[config.mk]
export PLATFORM = sky130hd
export DESIGN_NAME = spi_tx_scheduler
export DESIGN_NICKNAME = d
export VERILOG_FILES = /design/src/rtl/spi_tx_scheduler.sv
export SDC_FILE = /design/constraint.sdc
export NUM_CORES = 1
export LEC_CHECK = 0
export BUFFER_PORTS_ARGS = -buffer_cell sky130_fd_sc_hd__buf_2
export CORE_MARGIN = 3
export CORE_UTILIZATION = 44
export DETAILED_ROUTE_END_ITERATION = 12
export HOLD_SLACK_MARGIN = 0.12
export PLACE_DENSITY = 0.81
export SYNTH_ARGS = -nofsm -noshare
export SYNTH_HDL_FRONTEND = slang
export SYNTH_SLANG_ARGS = --single-unit
[constraint.sdc]
create_clock -name clk -period 1.5 [get_ports clk]
set_input_delay 0 -clock clk [delete_from_list [all_inputs] [get_ports clk]]
set_output_delay 0 -clock clk [all_outputs]
set_load 0.05 [all_outputs]
[src/rtl/spi_tx_scheduler.sv]
// spi_tx_scheduler
// Shares one byte-wide SPI serializer among NREQ byte producers. A pending
// request is arbitrated in IDLE, loaded into the serializer in LOAD, and the
// scheduler then sits in WAIT until the serializer reports completion. A
// watchdog aborts a transfer that never completes. GAP inserts idle cycles
// before the next byte is served.
//
// Build option: define SPI_SCHED_PRIORITY_EN for fixed priority, where the
// lowest asserted req index always wins and no round-robin pointer exists.
// Without it, arbitration is round-robin starting at the slot after the last
// winner.
//
// Handshake: a requester raises req[i] with its byte on data[8i+7:8i] and
// holds both stable until its one-cycle grant[i]; grant coincides with
// ser_load. It may present the next byte the cycle after grant. ser_done is a
// completion strobe from the serializer, honoured only in WAIT.
module spi_tx_scheduler #(
  parameter int NREQ       = 4,
  parameter int GAP_CYCLES = 2,
  parameter int TIMEOUT    = 32
) (
  input  logic                    clk,
  input  logic                    rst,
  input  logic [NREQ-1:0]         req,
  input  logic [8*NREQ-1:0]       data,
  output logic [NREQ-1:0]         grant,
  output logic [7:0]              ser_data,
  output logic                    ser_load,
  input  logic                    ser_done,
  output logic                    ser_abort,
  output logic [$clog2(NREQ)-1:0] chan,
  output logic                    busy,
  output logic                    err,
  output logic [1:0]              dbg_state
);

  localparam int CHW  = $clog2(NREQ);
  localparam int MAXC = (TIMEOUT > GAP_CYCLES) ? TIMEOUT : GAP_CYCLES;
  localparam int CW   = $clog2(MAXC + 1);

  typedef enum logic [1:0] {
    IDLE = 2'd0,
    LOAD = 2'd1,
    WAIT = 2'd2,
    GAP  = 2'd3
  } state_t;

  state_t          state_q, state_d;
  logic [CW-1:0]   wait_cnt_q, wait_cnt_d, wait_inc;
  logic [CW-1:0]   gap_cnt_q, gap_cnt_d, gap_inc;
  logic [7:0]      byte_q, byte_d;
  logic [CHW-1:0]  chan_q, chan_d;

  logic [NREQ-1:0] cand;
  logic            win_found;
  logic [CHW-1:0]  win_idx;
  logic [7:0]      win_byte;
  logic            tmo_reached;
  logic            tmo_hit;

`ifdef SPI_SCHED_PRIORITY_EN
  // Fixed priority: every asserted request is a candidate, lowest index wins.
  assign cand = req;
`else
  logic [CHW-1:0]  ptr_q, ptr_d;
  logic [NREQ-1:0] hi_req;

  // Round-robin: prefer requests at or above the pointer; if none, wrap around.
  always_comb begin
    hi_req = '0;
    for (int j = 0; j < NREQ; j++) begin
      hi_req[j] = req[j] && (CHW'(j) >= ptr_q);
    end
  end

  assign cand  = (hi_req != '0) ? hi_req : req;

  // Pointer moves to the slot after the winner once its byte is loaded.
  assign ptr_d = (state_q != LOAD)             ? ptr_q :
                 (chan_q == CHW'(NREQ - 1))    ? '0    :
                                                 chan_q + 1'b1;

  // Pointer register.
  always_ff @(posedge clk) begin
    if (!rst) begin
      ptr_q <= '0;
    end else begin
      ptr_q <= ptr_d;
    end
  end
`endif

  // Lowest-index pick among candidates, with the matching byte.
  always_comb begin
    win_found = 1'b0;
    win_idx   = '0;
    win_byte  = '0;
    for (int i = NREQ - 1; i >= 0; i--) begin
      if (cand[i]) begin
        win_found = 1'b1;
        win_idx   = CHW'(i);
        win_byte  = data[8*i +: 8];
      end
    end
  end

  // Counters read as "this is the Nth cycle" so the compare equals the parameter.
  assign wait_inc    = wait_cnt_q + 1'b1;
  assign gap_inc     = gap_cnt_q + 1'b1;
  assign tmo_reached = (wait_inc == CW'(TIMEOUT));
  // Completion in the same cycle as the timeout counts as a normal finish.
  assign tmo_hit     = (state_q == WAIT) && !ser_done && tmo_reached;

  // State register.
  always_ff @(posedge clk) begin
    if (!rst) begin
      state_q <= IDLE;
    end else begin
      state_q <= state_d;
    end
  end

  // Next-state logic, including counter and latch updates.
  always_comb begin
    state_d    = state_q;
    wait_cnt_d = '0;
    gap_cnt_d  = '0;
    byte_d     = byte_q;
    chan_d     = chan_q;
    case (state_q)
      IDLE: begin
        if (win_found) begin
          state_d = LOAD;
          byte_d  = win_byte;
          chan_d  = win_idx;
        end
      end
      LOAD: begin
        state_d = WAIT;
      end
      WAIT: begin
        if (ser_done || tmo_reached) begin
          state_d = (GAP_CYCLES == 0) ? IDLE : GAP;
        end else begin
          wait_cnt_d = wait_inc;
        end
      end
      GAP: begin
        if (gap_inc == CW'(GAP_CYCLES)) begin
          state_d = IDLE;
        end else begin
          gap_cnt_d = gap_inc;
        end
      end
      default: begin
        state_d = IDLE;
      end
    endcase
  end

  // Datapath registers: counters, latched byte and owning channel.
  always_ff @(posedge clk) begin
    if (!rst) begin
      wait_cnt_q <= '0;
      gap_cnt_q  <= '0;
      byte_q     <= 8'h00;
      chan_q     <= '0;
    end else begin
      wait_cnt_q <= wait_cnt_d;
      gap_cnt_q  <= gap_cnt_d;
      byte_q     <= byte_d;
      chan_q     <= chan_d;
    end
  end

  // Outputs decoded from the current state.
  always_comb begin
    grant     = '0;
    ser_load  = 1'b0;
    busy      = (state_q != IDLE);
    err       = tmo_hit;
    ser_abort = tmo_hit;
    if (state_q == LOAD) begin
      ser_load      = 1'b1;
      grant[chan_q] = 1'b1;
    end
  end

  assign ser_data  = byte_q;
  assign chan      = chan_q;
  assign dbg_state = state_q;

endmodule

======== Yosys cells after proc, flatten, opt, wreduce, memory -nomap -nowiden ========
Cells that the tools add are included.
operators by class
  $add $sub $neg .......................... 3
  $lt $le $gt $ge ......................... 6
  equal/unequal tests ..................... 10
  muxes and demuxes ....................... 22
  bitwise logic cells ..................... 3
  reduce and logical (&&, ||, !) cells .... 16
operators with widths
  kind                                                                                  number
  8-bit two-way mux                                                                     4
  2-bit two-way mux                                                                     8
  6-bit by 1-bit adder with 6-bit output (second input constant)                        2
  4-bit two-way mux                                                                     2
  2-bit one-hot mux with 4 select lines                                                 1
  1-bit logical AND                                                                     7
  2-bit == test (second input constant)                                                 3
  6-bit by 2-bit == test with 1-bit output (second input constant)                      1
  6-bit == test (second input constant)                                                 1
  1-bit two-way mux                                                                     6
  3-bit OR reduction                                                                    2
  1-bit by 2-bit greater-or-equal comparator with 1-bit output (first input constant)   2
  2-bit greater-or-equal comparator (first input constant)                              2
  2-bit by 1-bit != test with 1-bit output (second input constant)                      2
  2-bit != test (second input constant)                                                 2
  4-bit nonzero test                                                                    1
  2-bit by 3-bit < comparator with 1-bit output (second input constant)                 1
  1-bit inverter                                                                        3
  3-bit AND reduction                                                                   1
  2-bit by 1-bit adder with 2-bit output (second input constant)                        1
  1-bit demux with 2-bit select                                                         1
  2-bit by 1-bit == test with 1-bit output (second input constant)                      1
  2-bit by 1-bit greater-or-equal comparator with 1-bit output (second input constant)  1
  2-bit zero test                                                                       1
  4 further kinds                                                                       4
word-level totals
  bits in registers ....................... 26

======== Depth between registers and ports, before layout ========
  depth after elaboration ................. 10
  depth in mapped cells ................... 7
  depth with buffers taken out ............ 7

======== Least setup slack after synthesis ========
Ideal clock, no wire load.
  path kind ............................... reg-to-output
  start point ............................. register state_q[1], in the netlist dbg_state[1]
  end point ............................... output port ser_abort
  data arrival time ....................... 2186 ps
  required time ........................... 1500 ps
  setup slack ............................. -686 ps
  stages on the path, launching flop included .. 5
  buffers on the path ..................... 1
  cells stage by stage .................... dfxtp_1 ha_1 or2b_1 nor2_1 buf_4
on the way
  word-level cells in the longest chain between the ends .. 3
ends and longest elaborated chain
  element                         RTL line  text
  start: declaration              48        state_t state_q, state_d;
  start signal: assignment        119       state_q <= state_d;
  2-bit == test                   112       assign tmo_hit = (state_q == WAIT) && !ser_done && tmo_reached;
  1-bit logical AND (2 in a row)  112
  end: declaration                30        output logic ser_abort,
Every way passes these cells.

======== Worst setup path after layout ========
  start point ............................. register state_q[0], in the netlist dbg_state[0]
  end point ............................... output port ser_abort
Same word-level chain as after synthesis.

==> summary by stage <==
Worst setup path
Counting both buffers and inverters, the worst setup path holds a total of 3. Data on the critical path is required at its endpoint by 1.50 ns. The critical path goes through inv_2 -> ha_1 -> or2b_1 -> buf_4 -> nor2_4 -> buf_8. The critical path runs through a total of 6 cells. The kind of start point of the critical path is a flop. The worst reg2reg path endpoint is wait_cnt_q[4]. The element type at the critical path end is an output port. The highest-delay cell along the critical path is sky130_fd_sc_hd__dfxtp_4.

The critical path in this run is classified as reg -> out. The launch instance of the worst register-to-register path is dbg_state[0]. The number of cells on the worst reg-to-reg path is 7. The largest single stage delay on the critical path is 0.35 ns.

In this run the worst path has a maximum fanout of 3. Setup slack on the worst reg-to-reg path comes out at -0.13 ns. The family with the most delay on the worst path is simple AND/OR/NAND/NOR gates.

The arrival time reported for the critical path endpoint is 1.68 ns.

Route
After the first detailed-routing iteration, the DRC count stood at 104. The total number of vias is 1820. The via count normalized by instance count is 5.52. The wire length per cell after detailed routing is 14.3 microns.

The pre-antenna-repair detailed-routing pass consisted of 4 iterations. The number of remaining DRC errors is 0. The routed wire length is 4710 microns. The number of nets with antenna violations after routing is 0.

Synthesis
Ranked by instance count, the synthesized netlist is headed by sky130_fd_sc_hd__dfxtp_1 (26), sky130_fd_sc_hd__and3_1 (16), sky130_fd_sc_hd__nor2_1 (16). The synthesized design devotes to its leading area cell type 32.0% of total area. When the netlist entered floorplanning its net count stood at 245. Yosys instantiated no cell more often than sky130_fd_sc_hd__dfxtp_1. The async set or reset register ratio after synthesis is 0%.

The number of synthesized register bits is 26. The cell taking the most area after synthesis is sky130_fd_sc_hd__dfxtp_1. The count of flip-flops with a built-in enable after synthesis is 0. The number of warnings issued by yosys is 0. In the synthesized netlist the dominant register cell turns out to be sky130_fd_sc_hd__dfxtp_1. After synthesis, the cell types taking the most area are sky130_fd_sc_hd__dfxtp_1 (32%), sky130_fd_sc_hd__ha_1 (8.5%), sky130_fd_sc_hd__and3_1 (6.2%). After synthesis the cells add up to 1630 sq um. The number of cells produced by synthesis is 195. Of the synthesized area, sequential elements account for 32.0%. Synthesis instantiated 41 different standard cells from the library. A synthesized cell averages 8.33 sq um.

GRT
The global-route wire length before repair is 7670 microns. Entering global routing, the biggest net connects 17 pins. The total congestion overflow after global routing is 0. For met3 alone, demand over resource in global routing was 4.55%. The global router's overall resource usage is 22.2%. The initial antenna violation count came to 0. Global routing used 39.2% of the available met2 tracks. Global routing used 27.0% of the available met1 tracks.

The peak-usage layer in the global routing report is met2. The number of global-route vias before repair is 1747.

Die
Measured along the x axis, the die boundary spans 66.8 microns. The initial utilization of the core area, before any placement, comes to 47.2%. 59 I/O pins were placed.

Row generation in the floorplan step produced 21 rows. The height of the die is 66.8 microns. After floorplanning, the core was sized to cover 3440 sq um.

The floorplan step defined a die boundary enclosing 4460 sq um.

Final layout
The final instance count without filler cells is 330. Compared with the post-synthesis result, the final layout area differs by 49.2%. The core occupancy in the finished layout is 70.4%.

After routing the design area is 2420 sq um. 0 antenna diodes ended up in the layout. The net count of the finished layout is 335.

The layout cell share with drive strength beyond 1 is 40.1%.

Clock network
The number of buffers on the longest clock path is 2. TritonCTS built the clock tree. The CTS clock-pin slew for the worst setup and hold paths is 0.09 ns. CTS built an H-tree with a depth of 1. The cell chosen for the clock root is sky130_fd_sc_hd__clkbuf_8.

The CTS buffer count is 3. Counting every sink on the clock net gives 26. Post-CTS timing repair inserted 0 buffers for setup. The clock reaches the later pin of the worst-skew pair after 0.27 ns.

Min path
The worst min-delay path endpoint is ser_data[7]. The worst hold path class is in -> reg. The startpoint identified for the worst hold timing path is req[0]. The instance count along the most critical hold path is 3.

Timing
The final period utilization is 112%. The hold violation total from the final report is 0. The time the worst path needs with I/O delays and setup is 1.68 ns. Setup repair after global routing could not meet its margin everywhere. Static timing analysis puts the maximum clock frequency at 595 MHz.

The count of final max-slew check failures is 0. Setup total negative slack on the finished layout was measured at -1.08 ns. The maximum clock skew at final layout is 0.00106 ns. The worst-margin pin slew is 0.357 ns. The headroom to the max-slew limit is 76.2%.

The smallest setup slack after layout is -0.180 ns. The total of endpoints with negative setup slack in the final report is 10.

Place
In this run the tool buffered the top-level ports with 58 buffer cells. The HPWL after detailed placement is 3320 microns. The post-placement cell area is 2120 sq um. In this run, placement finished with an instance count of 309. The congestion estimate from routability-driven global placement came to 0.840.

Power and ir drop
Summed over all cells, the static leakage comes to 1.11 nW. The power after layout is 3.47 mW. In this run the power density over the cells is 1430 nW/um^2. IR analysis of the VDD net gives a maximum drop of 1.49 mV.

Status
The final reports fail on setup timing. The run finished, with violations left.

Job
Across the run, the number of max-cap violations was 0.
cells by family after synthesis:
group | count (synthesis) | share of synthesized area, %
adders and majority gates | 11 | 8.47
AOI/OAI and AO/OA | 61 | 26.0
xor gates and xnor gates | 8 | 4.31
muxes | 4 | 2.46
DFF | 26 | 32.0
and+or+nand+nor | 66 | 21.6
buffers and inverters | 19 | 5.08
repair_timing:
action	CTS	global route
setup endpoints to repair	14	21
gates resized for setup	10	13
pin swaps	3	2
hold buffers	17	0
endpoints found under the hold margin	9	0
tightest hold or removal path: stages:
cell,delay [ns]
sky130_fd_sc_hd__buf_2,0.16
sky130_fd_sc_hd__a31oi_1,0.14
sky130_fd_sc_hd__a21oi_1,0.07
area by class of cell:
cell class | count | area [sq um]
tap | 46 | 57.6
clock buffer | 4 | 55.1
fill | 276 | 1020
timing repair buffer | 95 | 631
sequential | 26 | 547
multi-input combinational | 150 | 1100
inverter | 9 | 37.5
through the flow:
stage / hold WS (ns) / worst slack (ns)
after floorplan: 0.140 / -0.0554
after global placement: 0.315 / -0.0487
after detailed placement: 0.330 / -0.0581
after CTS: 0.142 / -0.184
after global routing: 0.171 / -0.257
final: 0.145 / -0.180
metal layers:
layer / part of all wire (%) / up-vias / wire [microns]
li1: - / 897 / -
met3: 6.1 / 4 / 286
met5: 0 / - / 0
met4: 1.1 / 0 / 54
met2: 52 / 69 / 2430
met1: 41 / 850 / 1940
cells in the final DEF (no fill, tap or decap), types with 3 or more instances in the layout:
cell / count
sky130_fd_sc_hd__buf_2: 56
sky130_fd_sc_hd__buf_4: 20
sky130_fd_sc_hd__dlygate4sd3_1: 17
sky130_fd_sc_hd__and3_1: 16
sky130_fd_sc_hd__dfxtp_1: 15
sky130_fd_sc_hd__nor2_1: 14
sky130_fd_sc_hd__o21ai_0: 10
sky130_fd_sc_hd__a21oi_1: 10
sky130_fd_sc_hd__a31oi_1: 9
sky130_fd_sc_hd__nand2_1: 9
sky130_fd_sc_hd__a211o_1: 8
sky130_fd_sc_hd__o221ai_1: 8
sky130_fd_sc_hd__ha_1: 8
sky130_fd_sc_hd__inv_1: 7
sky130_fd_sc_hd__dfxtp_2: 6
sky130_fd_sc_hd__xor2_1: 5
sky130_fd_sc_hd__dfxtp_4: 5
sky130_fd_sc_hd__and2_1: 4
sky130_fd_sc_hd__mux2i_1: 4
sky130_fd_sc_hd__clkbuf_8: 4
sky130_fd_sc_hd__nand4_1: 3
sky130_fd_sc_hd__xnor2_1: 3
sky130_fd_sc_hd__nand3_1: 3
sky130_fd_sc_hd__o21ai_1: 3
sky130_fd_sc_hd__nand2b_1: 3
sky130_fd_sc_hd__nand3_2: 3
registers in the layout (all words and copies together) (netlist names):
signal	cells
wait_cnt_q	6
gap_cnt_q	6
chan	2
dbg_state	2
ptr_q	2
ser_data	8
worst max-delay path by stage:
stage / startpoint / endpoint / slack, ns
final: dbg_state[0] / ser_abort / -0.18
after CTS: wait_cnt_q[3] / ser_abort / -0.18
after global placement: wait_cnt_q[4] / dbg_state[0] / -0.05
after global routing: wait_cnt_q[3] / err / -0.26
after floorplan: wait_cnt_q[4] / ser_abort / -0.06
after detailed placement: wait_cnt_q[4] / dbg_state[0] / -0.06
power by group:
| group | switching, mW | internal, mW |
|---|---|---|
| combinational | 1.36 | 0.652 |
| clock | 0.220 | 0.235 |
| sequential | 0.137 | 0.868 |
| total | 1.71 | 1.75 |
Note: power is estimated with default switching activity, not from simulation.
